File: src/rtl/str_memory_unit.sv
// Memory-stage store controller: latches STR/STRB and runs a req/ack
// write handshake, stalling upstream until the write is accepted.
module str_memory_unit #(
  parameter int unsigned TIMEOUT_CYCLES = 16
) (
  input  logic        clk,
  input  logic        rst,
  input  logic [31:0] instr_in,
  input  logic [6:0]  opcode_in,
  input  logic        branch_ref,
  input  logic        branch_in,
  input  logic        sel_stall,
  input  logic [31:0] store_addr,
  input  logic [31:0] store_data,
  input  logic        mem_ack,
  output logic [31:0] instr_output,
  output logic        branch_value,
  output logic        mem_req,
  output logic        mem_we,
  output logic [31:0] mem_addr,
  output logic [31:0] mem_wdata,
  output logic [3:0]  mem_be,
  output logic        stall_req,
  output logic        mem_err
);

  typedef enum logic [1:0] {
    IDLE,
    REQ,
    ERR
  } state_t;

  localparam logic [7:0] TO_LAST = 8'(TIMEOUT_CYCLES - 1);

  state_t      state_q;
  state_t      state_d;
  logic [7:0]  cnt_q;
  logic [31:0] addr_q;
  logic [31:0] data_q;
  logic        byte_q;
  logic        valid_q;

  logic capture;
  logic in_valid;
  logic in_str;
  logic in_byte;
  logic in_misal;
  logic req_on;

  assign capture  = (state_q == IDLE) && !sel_stall;
  assign in_valid = (branch_in == branch_ref);
  assign in_str   = (opcode_in[6:4] == 3'b111) ||
                    (opcode_in[6:3] == 4'b1001);
  assign in_byte  = in_str && opcode_in[0];
  assign in_misal = !in_byte && (store_addr[1:0] != 2'b00);

  always_comb begin
    state_d   = state_q;
    req_on    = 1'b0;
    stall_req = 1'b0;
    mem_err   = 1'b0;
    unique case (state_q)
      IDLE: begin
        if (capture && in_valid && in_str)
          state_d = in_misal ? ERR : REQ;
      end
      REQ: begin
        req_on    = 1'b1;
        stall_req = 1'b1;
        // ack beats a coincident timeout
        if (mem_ack)
          state_d = IDLE;
        else if (cnt_q == TO_LAST)
          state_d = ERR;
      end
      ERR: begin
        mem_err = 1'b1;
        state_d = IDLE;
      end
      default: state_d = IDLE;
    endcase
  end

  always_ff @(posedge clk or posedge rst) begin
    if (rst) begin
      state_q <= IDLE;
      cnt_q   <= 8'd0;
    end else begin
      state_q <= state_d;
      if (state_q != REQ)
        cnt_q <= 8'd0;
      else if (!mem_ack)
        cnt_q <= cnt_q + 8'd1;
    end
  end

  always_ff @(posedge clk or posedge rst) begin
    if (rst) begin
      instr_output <= 32'h0;
      branch_value <= 1'b0;
      valid_q      <= 1'b0;
      addr_q       <= 32'h0;
      data_q       <= 32'h0;
      byte_q       <= 1'b0;
    end else if (capture) begin
      instr_output <= instr_in;
      branch_value <= branch_in;
      valid_q      <= in_valid;
      addr_q       <= store_addr;
      data_q       <= store_data;
      byte_q       <= in_byte;
    end
  end

  assign mem_req = req_on && valid_q;
  assign mem_we  = mem_req;

  always_comb begin
    mem_addr  = 32'h0;
    mem_wdata = 32'h0;
    mem_be    = 4'h0;
    if (mem_req) begin
      mem_addr = {addr_q[31:2], 2'b00};
      if (byte_q) begin
        mem_be    = 4'b0001 << addr_q[1:0];
        mem_wdata = {4{data_q[7:0]}};
      end else begin
        mem_be    = 4'hF;
        mem_wdata = data_q;
      end
    end
  end

endmodule

File: config.mk
export PLATFORM = sky130hd
export DESIGN_NAME = str_memory_unit
export DESIGN_NICKNAME = d
export VERILOG_FILES = /design/src/rtl/str_memory_unit.sv
export SDC_FILE = /design/constraint.sdc
export NUM_CORES = 1
export LEC_CHECK = 0
export ABC_AREA = 0
export ABC_CLOCK_PERIOD_IN_PS = 6700
export CAP_MARGIN = 25
export CORE_MARGIN = 2
export CORE_UTILIZATION = 45
export CTS_CLUSTER_DIAMETER = 120
export CTS_CLUSTER_SIZE = 25
export DETAILED_ROUTE_END_ITERATION = 8
export GPL_TIMING_DRIVEN = 0
export PLACE_DENSITY = 0.94
export SYNTH_ARGS = -nofsm -noshare
export SYNTH_HDL_FRONTEND = slang
export SYNTH_SLANG_ARGS = --single-unit
File: constraint.sdc
create_clock -name clk -period 6.7 [get_ports clk]
set_clock_uncertainty 0.15 [all_clocks]
set_input_delay 1.34 -clock clk [delete_from_list [all_inputs] [get_ports clk]]
set_output_delay 1.34 -clock clk [all_outputs]
set_load 0.005 [all_outputs]
==> results by group <==
Global routing
  • Largest net degree at the start of global routing: 58
  • Vias in the first global route: 4078
  • Initial antenna violation count: 0
  • Grt total ovfl: 0
  • All-Layer GR Usage: 22.89%
  • GRT met2 Usage: 40.03%
  • M3 GR Usage: 4.298%
  • First-pass GRT wire length: 20.34 mm
  • Gr busiest metal: met2
  • Met1 usage: 27.55%

Clock network
  • Clock slew at reported path FFs: 0.09 ns
  • H-tree Lvls: 3
  • Resized Gates After CTS: 0
  • CTS tree: built
  • Hold Buf Count CTS: 0
  • Clock Tree Root: clkbuf_8
  • TritonCTS Buffers: 9
  • Clk buf depth: 2
  • Worst skew pair latency: 0.37 ns
  • Postcts setup bufs: 0
  • Clock sink count: 109

Timing
  • Peak Freq: 262.7 MHz
  • Final Hold Viols: 0
  • Period utilization: 56.81%
  • Slew headroom: 55.05%
  • Setup ws final: 2.893 ns
  • Minimum clock period: 3.807 ns
  • Min Hold Slack: 0.3569 ns
  • Final number of setup-violating endpoints: 0
  • RSZ-0062 raised after global routing: false
  • Worst-Margin Slew: 0.6743 ns
  • Setup TNS: 0 ns
  • Final Max Slew Viols: 0

Pwr
  • Pleak: 3.197 nW
  • PD cells: 202.2 nW/um2
  • VDD IR max: 128.3 uV

Yosys
  • Yosys warning count: 0
  • Most common cell in the netlist: dfrtp_1
  • Mean Syn Cell Area: 12.39 um2
  • Yosys reg bits: 109
  • Dominant cells by area after synthesis: dfrtp_1 56%, mux2_2 23%, and3_1 5.2%
  • Post-synth EDFFs: 0
  • Top cell type's share of synthesized area: 56.32%
  • Post-Syn Instances: 391
  • Cell Area, Synth: 4843 um2
  • Synth top cells by count: 109 x dfrtp_1, 97 x mux2_2, 40 x and3_1
  • Post-synth top area cell: dfrtp_1
  • Count of different cell masters after synthesis: 32
  • Register area share after synthesis: 56.32%
  • Primary FF master, synth: dfrtp_1
  • Ys async rst share: 100.0%

Floorplan
  • Core ar.: 10370 um2
  • Die height: 107.7 um
  • Io pins: 214
  • Row count: 37
  • Die area: 11610 um2
  • Chip Width: 107.7 um
  • Initial Utilization: 46.71%

Placed design
  • Port buffer count: 208
  • Routability cong.: 0.8664
  • DP HPWL: 10.08 mm
  • Pre-CTS setup slack: 3.279 ns

Setup path
  • Critical path class: flip-flop to output port
  • R2r setup slk: 5.04 ns
  • Req. time, crit path: 5.21 ns
  • CP Capture Type: output port
  • Startpoint Class: flip-flop
  • Arrival time at the worst endpoint: 2.32 ns
  • Worst Path Max Fanout: 10

Routing
  • DRT iter0 DRCs: 179
  • Remaining antenna violation count: 0
  • Drt first pass iters: 4
  • Avg Vias per Cell: 5.172
  • WL final: 13.30 mm
  • Post-route DRC: 0
  • Wire length per cell: 17.69 um
  • Vias: 3889

Finish
  • Share of cells above drive strength 1: 22.24%
  • Syn-to-layout area delta: 51.25%
  • Antenna diodes: 0
  • Multi-input logic area: 1933 um2
  • Fill count: 726
  • Post-layout util: 70.64%
  • Register Area: 2728 um2
  • Fin nets: 722

Flow run
  • Total of max-cap violations: 0

Run status
  • Status: finished clean

Min path
  • HP Class: flip-flop to flip-flop
## metrics by stage
step | area (um2) | cells | power (mW)
2_1_floorplan | 4847 | 392 | 0.9226
3_3_place_gp | 7099 | 736 | 1.080
3_5_place_dp | 7129 | 737 | 1.099
4_1_cts | 7326 | 752 | 1.492
5_1_grt | 7326 | 752 | 1.547
6_report | 7326 | 752 | 1.481
## final timing paths
path / start / endpoint / cells after the start
worst max-delay path: state_q[1] / mem_wdata[12] / 7
worst min-delay path: addr_q[25] / addr_q[25] / 1
worst max register to register: state_q[1] / instr_output[19] / 4
worst min register to register: addr_q[25] / addr_q[25] / 1
max in group asynchronous: rst / addr_q[23] / 3
min in group asynchronous: rst / instr_output[9] / 2
## cell type report
type	instances	share of cell area (%)
repair buffers	209	28.80
flip-flops and latches	109	37.23
plain buffers	29	2.289
well taps	136	2.323
clock buffers	15	2.681
multi-input cells	249	26.39
inverters	5	0.2903
## per-layer routing
metal | wire length [um] | part of all wire [%]
met3 | 832 | 6.3
met2 | 6875 | 52
met5 | 0 | 0
met4 | 374 | 2.8
met1 | 5221 | 39
## critical path, cell delays in order (launching register included)
cell,delay (ns)
dfrtp_1,0.40
nand2b_1,0.15
buf_4,0.17
inv_2,0.12
nand2_2,0.15
buf_2,0.23
a21oi_1,0.19
clkdlybuf4s50_1,0.54
## cells by family after synthesis
logic type                 share of synthesized area, %
buffers and inverters                             3.849
AOI/OAI and AO/OA                                 4.444
muxes                                             22.76
other                                           0.07743
xor gates and xnor gates                         0.7235
DFF                                               56.32
adders and majority gates                        0.2583
and+or+nand+nor                                   11.57
## flip-flops by register name, summed over array words and instances (netlist names)
name	cells
valid_q	1
branch_value	1
instr_output	32
state_q	2
cnt_q	8
addr_q	32
byte_q	1
data_q	32
## cell usage in the layout (no fill, tap or decap), drive strengths merged
cell type / n
clkdlybuf4s50: 208
dfrtp: 109
mux2: 97
and3: 40
nand2: 37
a21oi: 31
clkbuf: 25
buf: 20
nor2: 7
o21ai: 6
inv: 5
nand2b: 4
or3: 4
nor2b: 3
xnor2: 2
nand3: 2
xor2: 2
conb: 2
nor3: 1
a31oi: 1
o22ai: 1
nand4b: 1
nand4: 1
nor4: 1
or4b: 1
o41ai: 1
nand3b: 1
o32ai: 1
mux2i: 1
ha: 1
## report_power, final
part	switching, mW	internal, mW	total [mW]
Combinational	0.113	0.196	0.308
Clock	0.212	0.185	0.397
Sequential	0.0423	0.734	0.776
Total	0.367	1.11	1.48
No activity file was read; power rests on OpenSTA's default activity.
